<file path="src/rtl/matriculas_pkg.sv">
// Shared definitions for the plate history store (historico_matriculas).
package matriculas_pkg;

    localparam int MATR_W_DEF = 24;

    typedef logic [MATR_W_DEF-1:0] matr_t;

    // Plate value 0 is reserved to mean "no plate" and is never stored.
    localparam matr_t MATR_NULA = '0;

endpackage

</file>
<file path="src/rtl/hist_shift_reg.sv">
// DEPTH x MATR_W shift store: newest entry enters slot 0 and older entries
// move up one slot. Provides a synchronous clear, a combinational indexed
// read (0 for an index past the last slot) and a flat view of all slots.
module hist_shift_reg
    import matriculas_pkg::*;
#(
    parameter int MATR_W = MATR_W_DEF,
    parameter int DEPTH  = 8,
    parameter int IDX_W  = $clog2(DEPTH)
) (
    input  logic                    CLK,
    input  logic                    RST_N,
    input  logic                    i_shift,
    input  logic                    i_clr,
    input  logic [MATR_W-1:0]       i_din,
    input  logic [IDX_W-1:0]        i_rd_idx,
    output logic [MATR_W-1:0]       o_rd_data,
    output logic [DEPTH*MATR_W-1:0] o_slots
);

    logic [MATR_W-1:0] r_slot [DEPTH];

    // Slot storage: clear wins over shift; the oldest slot falls off the top.
    always_ff @(posedge CLK or negedge RST_N) begin
        if (!RST_N) begin
            for (int k = 0; k < DEPTH; k++) r_slot[k] <= '0;
        end else if (i_clr) begin
            for (int k = 0; k < DEPTH; k++) r_slot[k] <= '0;
        end else if (i_shift) begin
            r_slot[0] <= i_din;
            for (int k = 1; k < DEPTH; k++) r_slot[k] <= r_slot[k-1];
        end
    end

    // Indexed read by compare so an index beyond DEPTH-1 yields 0.
    always_comb begin
        o_rd_data = '0;
        for (int k = 0; k < DEPTH; k++) begin
            if (int'(i_rd_idx) == k) o_rd_data = r_slot[k];
        end
    end

    genvar g;
    generate
        for (g = 0; g < DEPTH; g++) begin : g_flat
            assign o_slots[g*MATR_W +: MATR_W] = r_slot[g];
        end
    endgenerate

endmodule

</file>
<file path="src/rtl/historico_matriculas.sv">
// History of the last DEPTH distinct plates, newest in slot 0.
// Two-stage path: stage 1 registers the candidate, stage 2 decides
// accept / repeat / ignore and shifts the store.
// Optional build macro HIST_DEDUP_ALL_EN: a plate matching any occupied
// slot is a repeat; otherwise only the last accepted plate is compared.
module historico_matriculas
    import matriculas_pkg::*;
#(
    parameter int MATR_W = MATR_W_DEF,
    parameter int DEPTH  = 8,
    parameter int IDX_W  = $clog2(DEPTH),
    parameter int CNT_W  = $clog2(DEPTH+1)
) (
    input  logic              CLK,
    input  logic              RST_N,
    input  logic [MATR_W-1:0] Matricula,
    input  logic              MatrVal,
    input  logic              Limpa,
    input  logic [IDX_W-1:0]  RdIdx,
    output logic [MATR_W-1:0] RdMatr,
    output logic              RdValid,
    output logic [MATR_W-1:0] Ultima,
    output logic [MATR_W-1:0] Penultima,
    output logic [CNT_W-1:0]  Count,
    output logic              Nova,
    output logic              Repetida
);

    logic [MATR_W-1:0]       r_s1_matr;
    logic                    r_s1_vld;
    logic [MATR_W-1:0]       r_last_matr;
    logic                    r_last_vld;
    logic [CNT_W-1:0]        r_count;
    logic                    r_nova;
    logic                    r_rep;
    logic [MATR_W-1:0]       r_rd_matr;
    logic                    r_rd_valid;

    logic                    w_null;
    logic                    w_dup;
    logic                    w_accept;
    logic                    w_repeat;
    logic [MATR_W-1:0]       w_rd_data;
    logic [DEPTH*MATR_W-1:0] w_slots;

    assign w_null = (r_s1_matr == MATR_W'(MATR_NULA));

`ifdef HIST_DEDUP_ALL_EN
    // Parallel compare of the stage-1 plate against every occupied slot.
    always_comb begin
        w_dup = 1'b0;
        for (int k = 0; k < DEPTH; k++) begin
            if (k < int'(r_count) && w_slots[k*MATR_W +: MATR_W] == r_s1_matr)
                w_dup = 1'b1;
        end
    end
`else
    assign w_dup = r_last_vld && (r_s1_matr == r_last_matr);
`endif

    assign w_accept = r_s1_vld && !w_null && !w_dup && !Limpa;
    assign w_repeat = r_s1_vld && !w_null &&  w_dup && !Limpa;

    hist_shift_reg #(
        .MATR_W (MATR_W),
        .DEPTH  (DEPTH),
        .IDX_W  (IDX_W)
    ) u_store (
        .CLK       (CLK),
        .RST_N     (RST_N),
        .i_shift   (w_accept),
        .i_clr     (Limpa),
        .i_din     (r_s1_matr),
        .i_rd_idx  (RdIdx),
        .o_rd_data (w_rd_data),
        .o_slots   (w_slots)
    );

    // Stage 1: sample the candidate every cycle, Limpa does not affect it.
    always_ff @(posedge CLK or negedge RST_N) begin
        if (!RST_N) begin
            r_s1_matr <= '0;
            r_s1_vld  <= 1'b0;
        end else begin
            r_s1_matr <= Matricula;
            r_s1_vld  <= MatrVal;
        end
    end

    // Stage 2: last-accepted tracking, occupancy and event pulses.
    always_ff @(posedge CLK or negedge RST_N) begin
        if (!RST_N) begin
            r_last_matr <= '0;
            r_last_vld  <= 1'b0;
            r_count     <= '0;
            r_nova      <= 1'b0;
            r_rep       <= 1'b0;
        end else if (Limpa) begin
            r_last_matr <= '0;
            r_last_vld  <= 1'b0;
            r_count     <= '0;
            r_nova      <= 1'b0;
            r_rep       <= 1'b0;
        end else begin
            r_nova <= w_accept;
            r_rep  <= w_repeat;
            if (w_accept) begin
                r_last_matr <= r_s1_matr;
                r_last_vld  <= 1'b1;
                if (r_count != CNT_W'(DEPTH)) r_count <= r_count + 1'b1;
            end
        end
    end

    // Registered read port; sees storage as it was before this edge's write.
    always_ff @(posedge CLK or negedge RST_N) begin
        if (!RST_N) begin
            r_rd_matr  <= '0;
            r_rd_valid <= 1'b0;
        end else begin
            r_rd_matr  <= w_rd_data;
            r_rd_valid <= (int'(RdIdx) < int'(r_count));
        end
    end

    assign RdMatr    = r_rd_matr;
    assign RdValid   = r_rd_valid;
    assign Ultima    = w_slots[MATR_W-1:0];
    assign Penultima = w_slots[2*MATR_W-1:MATR_W];
    assign Count     = r_count;
    assign Nova      = r_nova;
    assign Repetida  = r_rep;

endmodule
</file>
<file path="config.mk">
export PLATFORM = sky130hd
export DESIGN_NAME = historico_matriculas
export DESIGN_NICKNAME = d
export VERILOG_FILES = /design/src/rtl/matriculas_pkg.sv /design/src/rtl/hist_shift_reg.sv /design/src/rtl/historico_matriculas.sv
export SDC_FILE = /design/constraint.sdc
export NUM_CORES = 1
export LEC_CHECK = 0
export ABC_AREA = 1
export BUFFER_PORTS_ARGS = -buffer_cell sky130_fd_sc_hd__buf_2
export CAP_MARGIN = 20
export CORE_ASPECT_RATIO = 0.6
export CORE_MARGIN = 5
export CORE_UTILIZATION = 50
export DETAILED_ROUTE_END_ITERATION = 10
export GPL_TIMING_DRIVEN = 0
export PLACE_DENSITY_LB_ADDON = 0.2
export SLEW_MARGIN = 15
export SYNTH_ARGS = -nofsm -noshare
export SYNTH_HDL_FRONTEND = slang
export SYNTH_SLANG_ARGS = --single-unit
</file>
<file path="constraint.sdc">
create_clock -name CLK -period 1.9 [get_ports CLK]
set_input_delay 0 -clock CLK [delete_from_list [all_inputs] [get_ports CLK]]
set_output_delay 0 -clock CLK [all_outputs]
set_load 0.01 [all_outputs]
</file>
==> results.py <==
metrics = {
    "logic_synthesis": {
        "syn-num-nets": 1385,
        "avgSynthCellArea_um2": 8.469,
        "synth_area_leader_cell": "dfrtp_1",
        "synth_area_leaders": "dfrtp_1 54%, nand2_1 14%, nand3_1 10%",
        "netlist_area_um2": 11430,
        "ys_warn_count": 0,
        "ys_seq_area_frac": 0.5450,
        "yosysUniqueCellTypes": 29,
        "syn_inst": 1350,
        "synth_seq_cells": 249,
        "synth_top_area_share": 0.5450,
    },
    "finish": {
        "diodes": 0,
        "nFillCells": 1886,
        "final_layout_size_suffix_gt1_frac": 0.2937,
        "area_delta_synth_final_pct": 29.55,
        "postLayoutCoreUtil": 0.6648,
        "nets": 1585,
        "layout_commonest_cell": "nand2_1",
        "mostFrequentLayoutCells": "308 x nand2_1, 243 x dfrtp_1, 224 x nand3_1",
        "fin_cells": 1874,
    },
    "drt": {
        "routedWlPerCell_um": 19.56,
        "final_antenna_net_count": 0,
        "wl_um": 36660,
        "drt-pass1-iter-count": 5,
        "drc_errors": 0,
        "num_vias": 10640,
        "drt_iter0_markers": 1256,
        "vias_per_cell": 5.677,
    },
    "timing": {
        "fin_crit_sh": 1.052,
        "slew-limit-headroom": 0.2138,
        "clock.fmax_mhz": 500.4,
        "tightest_slew_ns": 1.170,
        "setup_violations": 189,
        "finClkSkew_ns": 0.01124,
        "slew_violations": 0,
        "worst_slack_ns": -0.09824,
        "final-hold-violation-count": 0,
        "fin_crit_ns": 1.998,
        "rsz0062_at_grt": "yes",
    },
    "setup_path": {
        "cpLargestDelayFamily": "simple AND/OR/NAND/NOR gates",
        "start_kind": "flop",
        "crit_top_cell": "nand2_4",
        "cpMaxStageDelayCell": "dfrtp_1",
        "slowest_delay_ns": 0.43,
        "crit_type": "reg -> reg",
        "path_buf_inv": 4,
        "cp.required_ns": 2.30,
        "cp_max_fo": 8,
        "crit_chain": "inv_2 -> nand4_1 -> nor2_4 -> nand3_2 -> nand2_4 -> nor2_2 -> nand2_4 -> inv_6 -> buf_12 -> clkbuf_16 -> nand2_4 -> nand2_2",
        "crit_arrival_ns": 2.40,
        "end_kind": "flop",
    },
    "clock_network": {
        "cts-root-buf": "clkbuf_16",
        "cts.sinks": 249,
        "htreeDepth": 1,
        "numCtsBuffers": 24,
        "clkLatencyLatePin_ns": 0.52,
        "clk_path_buf_depth": 3,
        "path_clk_slew_ns": 0.06,
        "cts_tree": "done",
    },
    "floorplan": {
        "die_x_um": 205.2,
        "placementRows": 42,
        "fp.dieH_um": 127.1,
        "core_um2": 22280,
        "pin_count": 110,
        "start_util": 0.5131,
        "die_area_um2": 26090,
    },
    "global_route": {
        "antenna_found_initial": 0,
        "grt_pass1_vias": 9862,
        "grt_start_max_net_pins": 100,
        "overflow": 0,
        "grt_pass1_wl_um": 54630,
        "grt_use_total": 0.2639,
    },
    "flow_run": {
        "cap_violations": 0,
    },
    "place": {
        "port_buffers": 109,
        "dp.cells": 1769,
        "dp_hpwl_um": 25450,
        "gp_congestion": 0.9551,
    },
    "worst_hold_path": {
        "min_path_type": "in -> reg",
    },
    "status": {
        "failed_checks": "setup timing",
        "status": "finished with violations",
    },
    "power": {
        "irDropWorstVdd_mv": 0.5055,
        "leakagePower_nw": 7.774,
        "p_per_area_nw_per_um2": 793.8,
    },
}
## area by class of cell
type / count / area (um^2) / area share
flip-flops and latches: 249 / 6238 / 0.4212
inverters: 78 / 297.8 / 0.02010
well taps: 308 / 385.4 / 0.02602
repair buffers: 175 / 1336 / 0.09022
plain buffers: 128 / 1147 / 0.07746
multi-input cells: 894 / 4622 / 0.3120
clock inverters: 4 / 20.02 / 0.001352
clock buffers: 38 / 764.5 / 0.05161
## registers in the layout, summed over array words and instances (netlist names)
register         count
RdMatr              24
r_last_vld           1
r_s1_vld             1
Nova                 1
r_s1_matr           24
u_store.o_slots    192
Count                4
Repetida             1
RdValid              1
## per-stage QoR
step                total power (W)  TNS, ns  instance area [um^2]  setup slack, ns  hold WS (ns)
finish                      0.01176   -10.63                 14810         -0.09824       0.05481
global route                0.01215   -23.86                 14810          -0.1876       0.06159
CTS                         0.01156  -0.4689                 13710         -0.02933       0.01760
detailed placement         0.006712   -47.39                 12430          -0.3405       0.01410
global placement           0.006684  -958.70                 12360           -3.676        0.1085
floorplan                  0.006189        0                 11430           0.3125       -0.2956
## Yosys cell counts
cell type  count
xor2_1         3
nand4_1       36
nor2_2         1
xnor2_1        3
ha_1           4
nand2_2        3
buf_2         13
nand3_1      232
inv_1         69
nand2_1      425
a31oi_1        1
o22ai_1       21
nor3_2         3
o21ai_1       32
o21bai_1       1
and3_1         1
buf_6         14
dfrtp_1      249
clkbuf_1      34
inv_2          9
nor3_1         4
o21ai_0       62
buf_1          2
a21boi_0       1
buf_4         66
nand3b_1       1
o21a_1         1
a21oi_1       25
nor2_1        34
## logic make-up (layout without fill, tap and decap cells)
logic type | after synthesis | in the layout | synth area share
simple gates | 740 | 740 | 0.2797
buf+inv | 207 | 423 | 0.1002
compound gates | 144 | 144 | 0.06610
flops | 249 | 249 | 0.5450
fa+ha+maj | 4 | 4 | 0.004378
xor+xnor | 6 | 6 | 0.004597
## power by group
group / leakage [nW] / switching [W] / total [W] / internal [W]
registers: 3.37 / 0.000111 / 0.00553 / 0.00542
logic: 4.01 / 0.000885 / 0.00144 / 0.000552
clock network: 0.393 / 0.00204 / 0.00479 / 0.00275
## worst reg2reg max path, stage by stage, from the launching register on
cell	delay [ns]
dfrtp_1	0.43
inv_2	0.10
nand4_1	0.19
nor2_4	0.24
nand3_2	0.12
nand2_4	0.11
nor2_2	0.07
nand2_4	0.11
inv_6	0.06
buf_12	0.15
clkbuf_16	0.19
nand2_4	0.06
nand2_2	0.04
## layer usage
| metal | share of wire | vias to the layer above | wire (um) | global-route usage |
|---|---|---|---|---|
| li1 | - | 4790 | - | - |
| met1 | 0.47 | 5304 | 17390 | 0.4410 |
| met2 | 0.41 | 492 | 15050 | 0.3593 |
| met3 | 0.097 | 53 | 3559 | 0.04433 |
| met4 | 0.018 | 0 | 658 | 0.04801 |
| met5 | 0 | - | 0 | 0 |
## worst paths after layout
| check | from | end | slack, ns | cells after the start |
|---|---|---|---|---|
| setup reg to reg | r_s1_matr[5]$_DFF_PN0_ | u_store.o_slots[141]$_DFFE_PN0P_ | -0.1 | 12 |
| min in group asynchronous | RST_N | u_store.o_slots[6]$_DFFE_PN0P_ | 0.07 | 2 |
| max in group asynchronous | RST_N | u_store.o_slots[187]$_DFFE_PN0P_ | 0.55 | 4 |
| hold reg to reg | u_store.o_slots[162]$_DFFE_PN0P_ | u_store.o_slots[186]$_DFFE_PN0P_ | 0.50 | 2 |
| hold / removal | RdIdx[1] | RdValid$_DFF_PN0_ | 0.05 | 4 |
| setup / recovery | r_s1_matr[5]$_DFF_PN0_ | u_store.o_slots[141]$_DFFE_PN0P_ | -0.1 | 12 |
## timing repair
action | in CTS | in global routing
hold buffers | 29 | 0
endpoints found under the hold margin | 183 | 0
setup buffers | 9 | 18
pin swaps | 4 | 19
gates cloned | 0 | 8
endpoints found under the setup margin | 198 | 219
resized for setup | 46 | 249
Note: power is estimated with default switching activity, not from simulation.
